[src/rtl/seq_divider.sv]
// Iterative signed divider: one restoring-division step per cycle on operand magnitudes,
// followed by a sign-correction/flag stage. Fixed latency for every operand pair.
module seq_divider #(
    parameter int WIDTH = 8
) (
    input  logic             clk,
    input  logic             rst,
    input  logic             start,
    input  logic [WIDTH-1:0] a,
    input  logic [WIDTH-1:0] b,
    output logic             busy,
    output logic             done,
    output logic [WIDTH-1:0] quot,
    output logic [WIDTH-1:0] rem,
    output logic             ovf,
    output logic             div_zero
);

    localparam int CW = (WIDTH > 1) ? $clog2(WIDTH) : 1;
    localparam logic [WIDTH-1:0] MIN_NEG = {1'b1, {(WIDTH-1){1'b0}}};
    localparam logic [WIDTH-1:0] MAX_POS = ~MIN_NEG;

    typedef enum logic [1:0] {
        S_IDLE,
        S_CALC,
        S_FIN
    } state_t;

    state_t          r_state;
    logic [CW-1:0]   r_cnt;

    logic [WIDTH-1:0] r_a;      // original dividend, returned as remainder on b=0
    logic [WIDTH-1:0] r_div;    // |b|
    logic [WIDTH-1:0] r_dq;     // |a| shifting out, quotient bits shifting in
    logic [WIDTH:0]   r_prem;   // partial remainder
    logic             r_neg_q;
    logic             r_neg_r;
    logic             r_dz;
    logic             r_ov;

    logic [WIDTH:0]   w_shift;
    logic [WIDTH+1:0] w_diff;
    logic             w_ge;
    logic [WIDTH:0]   w_next_prem;
    logic             w_load;

    function automatic logic [WIDTH-1:0] mag(input logic [WIDTH-1:0] v);
        return v[WIDTH-1] ? (~v + WIDTH'(1)) : v;
    endfunction

    function automatic logic [WIDTH-1:0] negate_if(input logic [WIDTH-1:0] m, input logic neg);
        return neg ? (~m + WIDTH'(1)) : m;
    endfunction

    // Saturation and divide-by-zero substitution for the quotient.
    function automatic logic [WIDTH-1:0] fix_quot(input logic [WIDTH-1:0] m, input logic neg,
                                                  input logic dz, input logic ov);
        if (dz) return '0;
        if (ov) return MAX_POS;
        return negate_if(m, neg);
    endfunction

    function automatic logic [WIDTH-1:0] fix_rem(input logic [WIDTH-1:0] m, input logic neg,
                                                 input logic dz, input logic [WIDTH-1:0] dividend);
        if (dz) return dividend;
        return negate_if(m, neg);
    endfunction

    // Restoring step: shift in the next dividend bit, subtract the divisor if it fits.
    assign w_shift     = {r_prem[WIDTH-1:0], r_dq[WIDTH-1]};
    assign w_diff      = {1'b0, w_shift} - {2'b00, r_div};
    assign w_ge        = ~w_diff[WIDTH+1] | r_prem[WIDTH];
    assign w_next_prem = w_ge ? w_diff[WIDTH:0] : w_shift;
    assign w_load      = (r_state == S_IDLE) && start;

    // Datapath registers: no reset, only loaded on accept and stepped in CALC.
    always_ff @(posedge clk) begin
        if (w_load) begin
            r_a     <= a;
            r_div   <= mag(b);
            r_dq    <= mag(a);
            r_prem  <= '0;
            r_neg_q <= a[WIDTH-1] ^ b[WIDTH-1];
            r_neg_r <= a[WIDTH-1];
            r_dz    <= (b == '0);
            r_ov    <= (a == MIN_NEG) && (b == '1);
        end else if (r_state == S_CALC) begin
            r_prem  <= w_next_prem;
            r_dq    <= {r_dq[WIDTH-2:0], w_ge};
        end
    end

    always_ff @(posedge clk) begin
        if (rst) begin
            r_state  <= S_IDLE;
            r_cnt    <= '0;
            busy     <= 1'b0;
            done     <= 1'b0;
            quot     <= '0;
            rem      <= '0;
            ovf      <= 1'b0;
            div_zero <= 1'b0;
        end else begin
            case (r_state)
                S_IDLE: begin
                    done <= 1'b0;
                    if (start) begin
                        r_cnt   <= CW'(WIDTH - 1);
                        busy    <= 1'b1;
                        r_state <= S_CALC;
                    end
                end
                S_CALC: begin
                    r_cnt <= r_cnt - CW'(1);
                    if (r_cnt == '0) begin
                        r_state <= S_FIN;
                    end
                end
                S_FIN: begin
                    quot     <= fix_quot(r_dq, r_neg_q, r_dz, r_ov);
                    rem      <= fix_rem(r_prem[WIDTH-1:0], r_neg_r, r_dz, r_a);
                    ovf      <= r_ov;
                    div_zero <= r_dz;
                    done     <= 1'b1;
                    busy     <= 1'b0;
                    r_state  <= S_IDLE;
                end
                default: begin
                    r_state <= S_IDLE;
                    busy    <= 1'b0;
                    done    <= 1'b0;
                end
            endcase
        end
    end

endmodule

[config.mk]
export PLATFORM = sky130hd
export DESIGN_NAME = seq_divider
export DESIGN_NICKNAME = d
export VERILOG_FILES = /design/src/rtl/seq_divider.sv
export SDC_FILE = /design/constraint.sdc
export NUM_CORES = 1
export LEC_CHECK = 0
export CORE_AREA = 2 2 84 86
export CTS_BUF_LIST = sky130_fd_sc_hd__clkbuf_2 sky130_fd_sc_hd__clkbuf_4 sky130_fd_sc_hd__clkbuf_8
export CTS_CLUSTER_DIAMETER = 100
export CTS_CLUSTER_SIZE = 12
export DETAILED_ROUTE_END_ITERATION = 8
export DIE_AREA = 0 0 86 88
export GPL_ROUTABILITY_DRIVEN = 0
export GPL_TIMING_DRIVEN = 0
export PLACE_DENSITY = 0.73
export SLEW_MARGIN = 20
export SYNTH_ARGS = -nofsm -noshare
export SYNTH_HDL_FRONTEND = slang
export SYNTH_SLANG_ARGS = --single-unit
[constraint.sdc]
create_clock -name clk -period 2 [get_ports clk]
set_input_delay 0.6 -clock clk [delete_from_list [all_inputs] [get_ports clk]]
set_output_delay 0.6 -clock clk [all_outputs]
set_load 0.03 [all_outputs]
# Word level (Yosys, flattened, before mapping)
# Cells that the tools add are included.
# totals
out_inout_bits	20
input_bits	19
regBits	62
wordCells	75
# op_classes
add_sub_neg	6
bitwise	8
eq_ne	6
reduce_logical	10
n_mux	28
# ops
op	n
$mux W8	11
$add A8 B1 Y8 const B	4
$not A8 Y8	4
$eq A8 B8 Y1 const B	2
$sub A9 B8 Y10	1
$mux W9	1
$logic_not A8 Y1	1
$mux W1	8
$mux W7	1
$pmux W3 S2	1
$reduce_and A2 Y1	3
$mux W2	2
$pmux W1 S2	2
$pmux W2 S2	1
$reduce_bool A2 Y1	2
$logic_not A3 Y1	1
$mux W3	1
$sub A3 B1 Y3 const B	1
$eq A2 B1 Y1 const B	1
$eq A2 B2 Y1 const B	1
$logic_and A1 B1 Y1	2
$logic_not A2 Y1	1
$ne A2 B1 Y1 const B	1
$ne A2 B2 Y1 const B	1
3 further kinds	4

# Longest topological paths before layout
# depth
depth_word	8
mapped_depth	9
ltp_nobuf	8

# Worst setup path after synthesis
# No wires, ideal clock.
# synth_path
kind	reg2reg
from	reg r_dq[7]
to	reg r_prem[8]
t_arrival_ps	1933
path_stages_with_launch	9
required_time_ps	1884
setup_ps	116
setup_slack_ps	-49
synth_period_minus_slack_ps	2049
path_buffers	0
cell_sequence	edfxtp_1 inv_1 ha_1 fa_1 nand2b_1 a211oi_1 o32ai_1 o21bai_1 a31o_2
# synth_between
elab_chain_len	4
# synth_rtl
element	line_no	text
start: declaration	34	logic [WIDTH-1:0] r_dq;
start signal: assignment	81	r_dq <= mag(a);
start signal: assignment	89	r_dq <= {r_dq[WIDTH-2:0], w_ge};
$sub A9 B8 Y10 (*)	71	assign w_diff = {1'b0, w_shift} - {2'b00, r_div};
$not A1 Y1	72	assign w_ge = ~w_diff[WIDTH+1] | r_prem[WIDTH];
$or A1 B1 Y1	72	
$mux W9 (*)	73	assign w_next_prem = w_ge ? w_diff[WIDTH:0] : w_shift;
end signal: assignment	88	r_prem <= w_next_prem;
end: declaration	35	logic [WIDTH:0] r_prem;
# Mark *: on every way between the ends. The rest lies on a longest branch, timed or not.
# A chain may end at the register's enable or synchronous reset.

# Worst setup path in the final report
# layout_path
from	reg r_div[1]
to	reg r_prem[8]
# layout_between
elab_chain_len	4
# layout_rtl
element	line_no	text
start: declaration	33	logic [WIDTH-1:0] r_div;
start signal: assignment	80	r_div <= mag(b);
$sub A9 B8 Y10 (*)	71	
$not A1 Y1	72	
$or A1 B1 Y1	72	
$mux W9 (*)	73	
# Marks and branches as above.

==> run_results.csv <==
group,metric,value,unit
timing,worstMarginPinSlew,564,ps
timing,finalSetupViolCount,1,
timing,slew_violations,0,
detailed_routing,viasPerCell,5.65,
synthesis,synth.avg_cell_area,9.21,um^2
global_route,grt_usage,21.4,%
timing,fmax,498,MHz
synthesis,syn_nets,397,
cts,clockBufferDepth,2,
synthesis,netlist_top_cells_area,"edfxtp_1 24%, dfxtp_1 20%, ha_1 5.6%",
timing,finalClockSkew,8.15,ps
synthesis,ys_warn_count,0,
detailed_routing,drt-initial-drc-count,102,
synthesis,ys_seq_area_share,44.7,%
synthesis,synth_flop_cell,"dfxtp_1",
global_route,antenna_found_initial,0,
worst_setup_path,path_max_fanout,3,
worst_setup_path,crit_buf_inv,1,
global_route,grt_pass1_wl,12400,um
floorplan,initial_core_util,50.2,%
detailed_routing,dr.pass1.iters,4,
timing,fin_crit_sh,100,%
worst_setup_path,path_delay_family,"compound AO/OA/AOI/OAI gates",
detailed_routing,final_antenna_net_count,0,
floorplan,die_h,88,um
worst_setup_path,required,2240,ps
layout,num_antenna_cells,0,
placed_design,placedInstanceArea,0.00381,mm^2
detailed_routing,via_count,2829,
global_route,grt_pass1_vias,2612,
floorplan,fp.dieW,86,um
cts,htree_levels,3,
synthesis,syn_area,0.00334,mm^2
layout,final_core_util,64.1,%
cts,cts_tree,"yes",
detailed_routing,totalWireLength,7680,um
synthesis,yosysMostFrequentCell,"nand2_1",
global_route,grt_overflow,0,
cts,cts_buffers,9,
cts,hold_buffers,0,
floorplan,dieArea,0.00757,mm^2
synthesis,ys_types,50,
layout,layout.nets,451,
floorplan,core_area,0.00664,mm^2
worst_hold_path,hp-class,"register to register",
cts,root_buffer,"clkbuf_8",
worst_setup_path,cp_slowest_stage_delay,420,ps
detailed_routing,avgRoutedWirePerCell,15.3,um
worst_setup_path,crit_chain,"buf_4 > fa_2 > nand2b_4 > a211oi_4 > o32ai_1 > o21bai_1 > a31o_2",
global_route,grt_max_degree,29,
timing,rsz0062_at_grt,"true",
layout,fin_area,0.00426,mm^2
synthesis,synth_common_cells,"50 x nand2_1, 34 x dfxtp_1, 27 x edfxtp_1",
layout,area_delta_synth_final,27.7,%
timing,hold_violations,0,
synthesis,synth.ff_latch_count,61,
pwr,leakage,0.00159,uW
cts,path_clk_slew,70,ps
synthesis,yosysTopAreaCellShare,24.3,%
run,maxCapViolCount,0,
pwr,irDropWorstVdd,0.000526,V
cts,clock_sinks,61,
outcome,outcome,"finished, violations left",
worst_setup_path,endpoint_kind,"register",
timing,slew_headroom,62.4,%
worst_setup_path,crit_type,"register to register",
pwr,power_density,1040,mW/mm^2
worst_setup_path,worstPathArrival,2250,ps
layout,drive_gt1_share,16.4,%
placed_design,dp_hpwl,5530,um
synthesis,synthCells,362,
worst_setup_path,critPathLaunchType,"register",
outcome,violations,"negative setup slack",
floorplan,ios,39,
floorplan,std_cell_rows,30,
synthesis,yosysTopAreaCell,"edfxtp_1",
cts,clkLatencyLatePin,350,ps
timing,timing.hold.ws,454,ps
timing,fin_ws,-7.40,ps
placed_design,portBuffers,37,
worst_setup_path,crit_slowest_cell,"edfxtp_1",
worst_setup_path,reg2reg_slack,-7,ps
placed_design,pre_cts_ws,-602,ps
timing,min_period,2010,ps
synthesis,async_flop_share,0,%
detailed_routing,route.detailed.drc,0,
synthesis,synth-edff-count,27,
==> through the flow <==
stage	instances	setup TNS, ps	total power (uW)
2_1_floorplan	362	0	2610
3_3_place_gp	479	-15560	2900
3_5_place_dp	479	-15670	2940
4_1_cts	499	0	4310
5_1_grt	501	-262	4670
6_report	501	-7.40	4410
==> power by group <==
group / total [uW] / switching (uW) / internal, uW
logic: 1500 / 809 / 695
clock network: 1220 / 507 / 715
registers: 1690 / 193 / 1490
total: 4410 / 1510 / 2900
==> metal layers <==
metal  GRT usage [%]  wire (um)  vias to the layer above
met5               0          0                        -
met4            11.7        240                        0
met3            3.77        342                       19
met2            34.1       3530                       80
met1            27.7       3570                     1325
li1                -          -                     1405
==> cell type report <==
class / instances / area, um^2
tap: 80 / 100
clock inverter: 6 / 87.6
sequential: 61 / 1510
timing repair buffer: 44 / 428
fill: 538 / 2380
clock buffer: 10 / 131
buffer: 19 / 83.8
inverter: 25 / 93.8
multi-input combinational: 256 / 1830
==> worst min-delay path: cells and delay by family, from the launching register on <==
kind | cells | cell delay (ps)
AO/OA/AOI/OAI | 1 | 50
flip-flops | 1 | 310
AND/OR/NAND/NOR | 1 | 50
==> kinds of logic (layout without fill, tap and decap cells) <==
kind of cell	after synthesis	after routing	synth area share, %
AOI/OAI and AO/OA	94	94	19.4
buffers and inverters	45	104	5.51
adders and majority gates	16	16	6.23
muxes	2	2	0.600
DFF	61	61	44.7
and+or+nand+nor	120	120	17.3
xor gates and xnor gates	24	24	6.30
==> flip-flops by register name, indices dropped and copies added (netlist names) <==
| name | cells |
|---|---|
| r_state | 2 |
| quot | 8 |
| div_zero | 1 |
| busy | 1 |
| r_div | 8 |
| ovf | 1 |
| r_prem | 9 |
| r_cnt | 3 |
| r_dz | 1 |
| r_neg_q | 1 |
| done | 1 |
| rem | 8 |
| r_dq | 8 |
| r_a | 8 |
| r_ov | 1 |
==> cell usage in the layout, fill, tap and decap left out, types with 3 or more instances in the layout <==
| cell type | instances |
|---|---|
| nand2b_1 | 7 |
| ha_1 | 9 |
| xor2_1 | 8 |
| o2111ai_1 | 3 |
| nor2_1 | 19 |
| nor2b_1 | 3 |
| nand2_1 | 49 |
| inv_2 | 7 |
| ha_4 | 6 |
| a211oi_1 | 4 |
| buf_4 | 7 |
| nand3_1 | 5 |
| dfxtp_1 | 28 |
| or3_1 | 6 |
| nor4_1 | 3 |
| edfxtp_1 | 27 |
| dfxtp_2 | 3 |
| o31ai_1 | 6 |
| dfxtp_4 | 3 |
| o31ai_2 | 3 |
| a21oi_1 | 23 |
| xnor2_1 | 16 |
| clkbuf_1 | 16 |
| o21ai_0 | 16 |
| o211ai_1 | 21 |
| clkbuf_8 | 9 |
| inv_1 | 18 |
| nor3_1 | 9 |
| clkdlybuf4s50_1 | 35 |
==> final timing paths <==
check,startpoint,end,cells after the start
min,rem[6],rem[6],2
min reg2reg,rem[6],rem[6],2
max,r_div[1],r_prem[8],7
max reg2reg,r_div[1],r_prem[8],7
==> what timing repair did <==
action	4_1_cts	5_1_grt
buffers inserted	4	3
resized for setup	28	18
pin swaps	3	6
endpoints found under the setup margin	33	17
cloned	0	0
(Power assumes the default switching activity.)
